$ cat src/rtl/raw_rgb_pkg.sv
// Shared types and defaults for the RGB-to-raw Bayer mosaic path.
// Holds the CFA phase and colour-select enums plus the colour-select rule.
package raw_rgb_pkg;

  typedef enum logic [1:0] {
    RGGB = 2'd0,
    GRBG = 2'd1,
    GBRG = 2'd2,
    BGGR = 2'd3
  } bayer_phase_t;

  typedef enum logic [1:0] {
    SEL_R,
    SEL_G,
    SEL_B
  } colour_sel_t;

  localparam int unsigned DEFAULT_LINE_PIXELS = 1280;
  localparam int unsigned DEFAULT_FRAME_LINES = 720;

  // Even/even picks red, odd/odd picks blue, mixed parity is a green site.
  function automatic colour_sel_t colour_select(input logic line_par, input logic col_par);
    if (!line_par && !col_par) return SEL_R;
    else if (line_par && col_par) return SEL_B;
    else return SEL_G;
  endfunction

endpackage

$ cat src/rtl/delay_rg.sv
// Fixed-depth register delay line for a W-bit bundle of strobes.
// Every stage is cleared by reset so no stale strobe survives a flush.
module delay_rg #(
  parameter int unsigned W = 1,
  parameter int unsigned D = 1
) (
  input  logic         clk,
  input  logic         reset_n,
  input  logic [W-1:0] d,
  output logic [W-1:0] q
);

  logic [D-1:0][W-1:0] stage;

  // NOTE: this is a short strobe pipeline, not a storage array, so every stage is reset.
  always_ff @(posedge clk or negedge reset_n) begin
    if (!reset_n) begin
      stage <= '0;
    end else begin
      stage[0] <= d;
      for (int i = 1; i < int'(D); i++) stage[i] <= stage[i-1];
    end
  end

  assign q = stage[D-1];

endmodule

$ cat src/rtl/rgb2raw_bayer_mosaic.sv
// Converts an RGB pixel stream to a single-sample Bayer raw stream,
// tracking line/column position and flagging line-length and sop/valid errors.
module rgb2raw_bayer_mosaic
  import raw_rgb_pkg::*;
#(
  parameter int unsigned DATA_WIDTH  = 8,
  parameter int unsigned LINE_PIXELS = DEFAULT_LINE_PIXELS,
  parameter int unsigned FRAME_LINES = DEFAULT_FRAME_LINES,
  parameter int unsigned BAYER_PHASE = 0
) (
  input  logic                  clk,
  input  logic                  reset_n,
  input  logic [DATA_WIDTH-1:0] r_data,
  input  logic [DATA_WIDTH-1:0] g_data,
  input  logic [DATA_WIDTH-1:0] b_data,
  input  logic                  rgb_valid,
  input  logic                  rgb_sop,
  input  logic                  rgb_eop,
  output logic [DATA_WIDTH-1:0] raw_data,
  output logic                  raw_valid,
  output logic                  raw_sop,
  output logic                  raw_eop,
  output logic                  frame_done,
  output logic                  err_line_len,
  output logic                  err_protocol
);

  localparam int unsigned COL_W  = $clog2(LINE_PIXELS) + 1;
  localparam int unsigned LINE_W = (FRAME_LINES > 1) ? $clog2(FRAME_LINES) : 1;
  localparam logic [COL_W-1:0]  COL_MAX   = '1;
  localparam logic [LINE_W-1:0] LINE_LAST = LINE_W'(FRAME_LINES - 1);
  localparam bayer_phase_t      PHASE     = bayer_phase_t'(BAYER_PHASE[1:0]);
  localparam logic [1:0]        PHASE_BITS = PHASE;

  typedef enum logic {
    S_WAIT_SOP,
    S_IN_LINE
  } state_t;

  state_t              state_q, state_d;
  logic [COL_W-1:0]    col_q, col_d, col_cur;
  logic [LINE_W-1:0]   line_q, line_d;
  logic                accept, err_proto, err_len, frame_end;
  colour_sel_t         sel;
  logic [DATA_WIDTH-1:0] sel_data, data_q1;

  // NOTE: every signal written here gets a default first so no latch is inferred.
  always_comb begin
    state_d   = state_q;
    col_d     = col_q;
    line_d    = line_q;
    col_cur   = col_q;
    accept    = 1'b0;
    err_proto = 1'b0;
    err_len   = 1'b0;
    frame_end = 1'b0;
    if (rgb_valid) begin
      if (state_q == S_WAIT_SOP && !rgb_sop) begin
        err_proto = 1'b1;
      end else begin
        accept = 1'b1;
        if (rgb_sop) begin
          col_cur = '0;
          if (state_q == S_IN_LINE) begin
            err_proto = 1'b1;
            err_len   = 1'b1;
          end
        end
        col_d = (col_cur == COL_MAX) ? col_cur : col_cur + 1'b1;
        if (rgb_eop) begin
          state_d = S_WAIT_SOP;
          if ((32'(col_cur) + 32'd1) != LINE_PIXELS) err_len = 1'b1;
          if (line_q == LINE_LAST) begin
            line_d    = '0;
            frame_end = 1'b1;
          end else begin
            line_d = line_q + 1'b1;
          end
        end else begin
          state_d = S_IN_LINE;
        end
      end
    end
  end

  always_comb begin
    sel = colour_select(line_q[0] ^ PHASE_BITS[1], col_cur[0] ^ PHASE_BITS[0]);
    unique case (sel)
      SEL_R:   sel_data = r_data;
      SEL_B:   sel_data = b_data;
      default: sel_data = g_data;
    endcase
  end

  // NOTE: sequential state is always assigned non-blocking so all flops update together.
  always_ff @(posedge clk or negedge reset_n) begin
    if (!reset_n) begin
      state_q  <= S_WAIT_SOP;
      col_q    <= '0;
      line_q   <= '0;
      data_q1  <= '0;
      raw_data <= '0;
    end else begin
      state_q  <= state_d;
      col_q    <= col_d;
      line_q   <= line_d;
      // Only accepted pixels load, so the output holds through gaps.
      if (accept) data_q1 <= sel_data;
      raw_data <= data_q1;
    end
  end

  delay_rg #(.W(3), .D(2)) u_strobe_dly (
    .clk     (clk),
    .reset_n (reset_n),
    .d       ({accept, accept & rgb_sop, accept & rgb_eop}),
    .q       ({raw_valid, raw_sop, raw_eop})
  );

  delay_rg #(.W(3), .D(2)) u_flag_dly (
    .clk     (clk),
    .reset_n (reset_n),
    .d       ({frame_end, err_len, err_proto}),
    .q       ({frame_done, err_line_len, err_protocol})
  );

endmodule

$ cat config.mk
export PLATFORM = sky130hd
export DESIGN_NAME = rgb2raw_bayer_mosaic
export DESIGN_NICKNAME = d
export VERILOG_FILES = /design/src/rtl/raw_rgb_pkg.sv /design/src/rtl/delay_rg.sv /design/src/rtl/rgb2raw_bayer_mosaic.sv
export SDC_FILE = /design/constraint.sdc
export NUM_CORES = 1
export LEC_CHECK = 0
export CAP_MARGIN = 15
export CORE_UTILIZATION = 59
export CTS_BUF_LIST = sky130_fd_sc_hd__clkbuf_8
export DETAILED_ROUTE_END_ITERATION = 8
export HOLD_SLACK_MARGIN = 0.02
export PLACE_DENSITY = 0.95
export SYNTH_ARGS = -nofsm -noshare
export SYNTH_HDL_FRONTEND = slang
export SYNTH_HIERARCHICAL = 1
export SYNTH_SLANG_ARGS = --single-unit
export TNS_END_PERCENT = 30
$ cat constraint.sdc
create_clock -name clk -period 3.9 [get_ports clk]
set_input_delay 0.39 -clock clk [delete_from_list [all_inputs] [get_ports clk]]
set_output_delay 0.39 -clock clk [all_outputs]
set_load 0.03 [all_outputs]
==> impl_metrics.env, run 1 <==
export IMPL_status="finished clean"
export IMPL_ir_drop_uv=433
export IMPL_tns_ps=0
export IMPL_r2r_slack_ps=1700
export IMPL_worst_pin_slew_ps=652
export IMPL_gp_congestion=0.860
export IMPL_required_ps=4100
export IMPL_fp_dieH_um=66.9
export IMPL_ant_nets=0
export IMPL_synth_top_area_share_pct=51.4
export IMPL_grt_pass1_wl_um=8050
export IMPL_leakage_nw=1.31
export IMPL_wl_um=4910
export IMPL_grt_ovfl_total=0
export IMPL_synthAdderAreaFrac_pct=3.53
export IMPL_ys_flop_type="dfrtp_1"
export IMPL_final_cells=338
export IMPL_rsz0062_at_grt="false"
export IMPL_ys_seq_elements=51
export IMPL_layout_drive_gt1_share_pct=6.25
export IMPL_synth_seq_area_share_pct=51.4
export IMPL_cts_root_buf="clkbuf_8"
export IMPL_port_buffers=42
export IMPL_fillers=286
export IMPL_initial_core_util_pct=61.6
export IMPL_critical_path_startpoint_type="primary input"
export IMPL_cts_sinks=51
export IMPL_yosys_area_share_simple_pct=18.4
export IMPL_yosys_mux_area_fraction_pct=2.57
export IMPL_clk_latency_ps=320
export IMPL_fmax_mhz=353
export IMPL_clk_path_buf_depth=2
export IMPL_synthToLayoutAreaGrowth_pct=20.1
export IMPL_pwr_density_cell_mw_per_mm2=518
export IMPL_multi_input_area_mm2=0.00106
export IMPL_cts_tree="yes"
export IMPL_initialDrtViolationCount=109
export IMPL_core_mm2=0.00403
export IMPL_whs_ps=357
export IMPL_ys_types=43
export IMPL_critPathArrivalTime_ps=3040
export IMPL_grt_pass1_vias=1846
export IMPL_async_flop_share_pct=100
export IMPL_ff_latch_area_mm2=0.00128
export IMPL_fin_crit_sh_pct=72.7
export IMPL_max_slew_margin_rel_pct=56.4
export IMPL_numCtsBuffers=5
export IMPL_synth_avg_cell_area_um2=9.73
export IMPL_syn_inst=255
export IMPL_hold_viol=0
export IMPL_clk_pin_slew_ps=100
export IMPL_diodes=0
export IMPL_hold_class="reg2reg"
export IMPL_synthXorXnorAreaFrac_pct=3.53
export IMPL_synth_compound_area_share_pct=14.6
export IMPL_worst_setup_path_end_kind="register"
export IMPL_placed_cell_area_mm2=0.00285
export IMPL_via_count=1931
export IMPL_cts_max_level=2
export IMPL_syn_nets=291
export IMPL_rows=23
export IMPL_antenna_found_initial=0
export IMPL_maxSlewViolCount=0
export IMPL_synth_top_family_by_area="simple AND/OR/NAND/NOR gates"
export IMPL_path_class="in2reg"
export IMPL_dr_pass1_iters=4
export IMPL_dp_hpwl_um=3340
export IMPL_ios=43
export IMPL_finalSetupViolCount=0
export IMPL_skew_ps=10.7
export IMPL_yosysWarnings=6
export IMPL_path_max_fanout=19
export IMPL_cap_violations=0
export IMPL_synth_edff_count=0
export IMPL_drc=0
export IMPL_synth_area_leaders="dfrtp_1 51%, nand2_1 4.8%, a21oi_1 3.8%, ha_1 3.5%, o21ai_0 3.4%"
export IMPL_synth_area_leader_cell="dfrtp_1"
export IMPL_die_w_um=66.9
export IMPL_design_area_mm2=0.00298
export IMPL_avgViaCountPerCell=5.71
export IMPL_gr_usage_all_layers_pct=24.8
export IMPL_nets=323
export IMPL_die_area_mm2=0.00447
export IMPL_grt_max_degree=52
export IMPL_place_inst=328
export IMPL_period_minus_slack_ps=2830
export IMPL_netlist_area_mm2=0.00248
export IMPL_drt_wirelength_per_cell_um=14.5
## power breakdown
group          switching [mW]  internal (mW)  leakage [nW]
logic                   0.270          0.206         0.597
registers              0.0903          0.654         0.664
clock network           0.191          0.132        0.0463
## cell usage in the layout (no fill, tap or decap), types with 6 or more instances in the layout
cell | netlist | layout
dfrtp_1 | 51 | 51
clkdlybuf4s50_1 | 0 | 41
nand2_1 | 32 | 32
a21oi_1 | 19 | 19
nor2_1 | 17 | 17
o21ai_0 | 17 | 17
nand3_1 | 8 | 8
nor3_1 | 8 | 8
a22oi_1 | 8 | 8
inv_1 | 7 | 7
ha_1 | 7 | 7
and3_1 | 6 | 6
xnor2_1 | 6 | 6
o211ai_1 | 6 | 6
## registers in the layout (all words and copies together) (netlist names)
name	count
data_q1	8
u_strobe_dly/q	3
col_q	12
raw_data	8
u_flag_dly/stage	3
state_q	1
u_strobe_dly/stage	3
u_flag_dly/q	3
line_q	10
## timing repair
action / 4_1_cts / 5_1_grt
resized for setup: 0 / 0
hold endpoints to repair: 0 / 6
buffers inserted: 0 / 0
hold buffers: 0 / 1
## per-stage QoR
stage / total power [mW] / utilization (%) / worst slack [ps]
after detailed placement: 1.22 / 70.8 / 777
final: 1.54 / 73.9 / 1070
after global placement: 1.21 / 70.8 / 882
after floorplan: 1.05 / - / 1800
after global routing: 1.64 / 73.9 / 892
after CTS: 1.55 / 73.2 / 1090
## final timing paths
kind / startpoint / endpoint / cells past startpoint
worst max-delay path: rgb_sop / col_q[1]$_DFFE_PN0P_ / 7
worst min register to register: u_strobe_dly/stage[2]$_DFF_PN0_ / u_strobe_dly/q[2]$_DFF_PN0_ / 0
max in group asynchronous: reset_n / data_q1[6]$_DFFE_PN0P_ / 3
worst min-delay path: u_strobe_dly/stage[2]$_DFF_PN0_ / u_strobe_dly/q[2]$_DFF_PN0_ / 0
worst max register to register: state_q$_DFFE_PN0P_ / col_q[1]$_DFFE_PN0P_ / 6
min in group asynchronous: reset_n / col_q[11]$_DFFE_PN0P_ / 2
## layer usage
layer	vias up	global-route usage (%)	part of all wire (%)	wire, um
met3	8	8.22	5.8	287
met2	58	41.4	49	2420
li1	947	-	-	-
met5	-	0	0	0
met1	918	28.6	43	2110
met4	0	11.2	1.9	92
## logic make-up (layout without fill, tap and decap cells)
logic type	Yosys count	after routing
buf+inv	29	62
xor+xnor	10	10
fa+ha+maj	7	7
mux	6	6
compound gates	60	60
flops	51	51
simple gates	92	92
## Yosys cell counts, drive strengths merged, types with 3 or more instances
cell	count
dfrtp	51
nand2	32
a21oi	19
nor2	17
o21ai	17
buf	12
nand3	9
a22oi	8
clkbuf	8
nor3	8
ha	7
inv	7
o211ai	7
and3	6
xnor2	6
a31oi	4
xor2	4
mux2	3
mux2i	3
nand4	3
nor2b	3
## worst max-delay path: stages
cell and delay [ps]:
clkdlybuf4s50_1 740, inv_1 270, ha_1 180, nand2b_1 460, clkinv_1 420, nand2_1 210, mux2_2 350
## layout make-up
cell class | count | share of cell area (%)
Clock inverter | 3 | 0.924
Sequential cell | 51 | 42.8
Multi-Input combinational cell | 175 | 35.5
Timing Repair Buffer | 45 | 15.2
Inverter | 9 | 1.13
Tap cell | 50 | 2.10
Clock buffer | 5 | 2.31
Power figures use the tool's default switching activity.
==> run 2: changes to the inputs <==
- CORE_UTILIZATION: 59 -> 49
- PLACE_DENSITY: 0.95 -> 0.88
- clock period: 3.9 -> 2.3 ns (I/O delays scaled with it)
==> impl_metrics.env, run 2 (synthesized netlist as in run 1, its figures left out) <==
export IMPL_cts_resized_gates=0
export IMPL_rsz0062_at_grt="false"
export IMPL_diodes=0
export IMPL_critPathArrivalTime_ps=2160
export IMPL_layout_commonest_cell="dfrtp_1"
export IMPL_regMostFlops="col_q"
export IMPL_reg_largest_list="col_q (12), line_q (10)"
export IMPL_nets=334
export IMPL_drt_wirelength_per_cell_um=13.7
export IMPL_grt_pass1_wl_um=8710
export IMPL_hold_class="reg2reg"
export IMPL_tns_ps=0
export IMPL_post_cts_buffers=0
export IMPL_initial_core_util_pct=51.8
export IMPL_die_area_mm2=0.00535
export IMPL_ir_drop_uv=516
export IMPL_cts_sinks=51
export IMPL_worst_pin_slew_ps=350
export IMPL_fin_crit_sh_pct=86.0
export IMPL_worst_slack_ps=323
export IMPL_grt_max_degree=52
export IMPL_drc=0
export IMPL_max_slew_margin_rel_pct=76.6
export IMPL_pwr_density_cell_mw_per_mm2=848
export IMPL_cp_buffers_inverters=0
export IMPL_hold_buffers=1
export IMPL_mostFrequentLayoutCells="51 x dfrtp_1, 41 x clkdlybuf4s50_1, 32 x nand2_1"
export IMPL_cts_root_buf="clkbuf_8"
export IMPL_clk_path_buf_depth=2
export IMPL_fp_dieH_um=73.2
export IMPL_path_class="reg2reg"
export IMPL_ant_nets=0
export IMPL_antenna_found_initial=0
export IMPL_avgViaCountPerCell=5.51
export IMPL_layout_drive_gt1_share_pct=9.40
export IMPL_dp_hpwl_um=3760
export IMPL_cp_cell_sequence="nor2b_1 -> ha_1 -> and3_1 -> nand3_2 -> nand2_1 -> mux2_2"
export IMPL_cpLargestDelayFamily="simple AND/OR/NAND/NOR gates"
export IMPL_hold_viol=0
export IMPL_core_mm2=0.00479
export IMPL_grt_pass1_vias=1888
export IMPL_via_count=2012
export IMPL_slowest_stage="dfrtp_1"
export IMPL_cts_tree="yes"
export IMPL_largest_reg_flops=12
export IMPL_fmax_mhz=506
export IMPL_required_ps=2490
export IMPL_cts_max_level=2
export IMPL_synthToLayoutAreaGrowth_pct=23.9
export IMPL_critical_path_startpoint_type="register"
export IMPL_die_w_um=73.2
export IMPL_port_buffers=42
export IMPL_path_max_fanout=8
export IMPL_dpl_worst_slack_ps=22.2
export IMPL_numCtsBuffers=5
export IMPL_initialDrtViolationCount=105
export IMPL_dr_pass1_iters=4
export IMPL_leakage_nw=1.36
export IMPL_maxSlewViolCount=0
export IMPL_clk_latency_ps=300
export IMPL_wl_um=5000
export IMPL_slowest_delay_ps=420
export IMPL_grt_ovfl_total=0
export IMPL_period_minus_slack_ps=1980
export IMPL_rows=25
export IMPL_gp_congestion=0.930
export IMPL_worst_setup_path_end_kind="register"
export IMPL_skew_ps=7.99
export IMPL_finalSetupViolCount=0
export IMPL_gr_usage_all_layers_pct=21.4
export IMPL_clk_pin_slew_ps=90
export IMPL_ios=43
export IMPL_status="finished clean"
export IMPL_cap_violations=0
run 2: cell count changes in the layout (fill, tap and decap cells not counted):
cell and change:
buf_4 +11, clkbuf_8 +1, clkinv_2 +1, clkinv_4 -1, clkinvlp_4 -1, inv_8 -1
run 2: power breakdown:
group | switching (mW) | internal [mW] | leakage, nW
logic | 0.473 | 0.369 | 0.651
registers | 0.146 | 1.11 | 0.664
clock network | 0.274 | 0.236 | 0.0470
total | 0.893 | 1.71 | 1.36
run 2: metal layers:
layer  routed length, um  share of wire (%)  track usage (%)
met5                   0                  0                0
met1                2160                 43             27.2
met3                 217                4.3             4.28
met4                  59                1.2             5.66
met2                2560                 51             37.0
run 2: worst paths after layout:
check / start / end / slack (ps) / cells after the start
setup / recovery: col_q[0]$_DFFE_PN0P_ / col_q[1]$_DFFE_PN0P_ / 320 / 6
max in group asynchronous: reset_n / col_q[1]$_DFFE_PN0P_ / 1620 / 3
setup reg to reg: col_q[0]$_DFFE_PN0P_ / col_q[1]$_DFFE_PN0P_ / 320 / 6
min in group asynchronous: reset_n / col_q[9]$_DFFE_PN0P_ / 430 / 3
hold / removal: u_strobe_dly/stage[2]$_DFF_PN0_ / u_strobe_dly/q[2]$_DFF_PN0_ / 350 / 0
hold reg to reg: u_strobe_dly/stage[2]$_DFF_PN0_ / u_strobe_dly/q[2]$_DFF_PN0_ / 350 / 0
run 2: through the flow:
stage	hold WS (ps)	power, mW	utilization, %	cells	cell area [um2]
2_1_floorplan	-65.6	1.77	-	255	2480
6_report	352	2.61	64.2	365	3070
5_1_grt	362	2.78	64.2	365	3070
3_5_place_dp	240	2.11	62.2	357	2980
4_1_cts	356	2.62	64.2	365	3070
3_3_place_gp	236	2.08	62.2	357	2980
run 2: final cells by class:
type,instances,area [um2]
inverters,9,33.8
repair buffers,56,536
well taps,67,83.8
clock inverters,1,5.00
multi-input cells,175,1060
fillers,386,1710
flip-flops and latches,51,1280
clock buffers,6,82.6
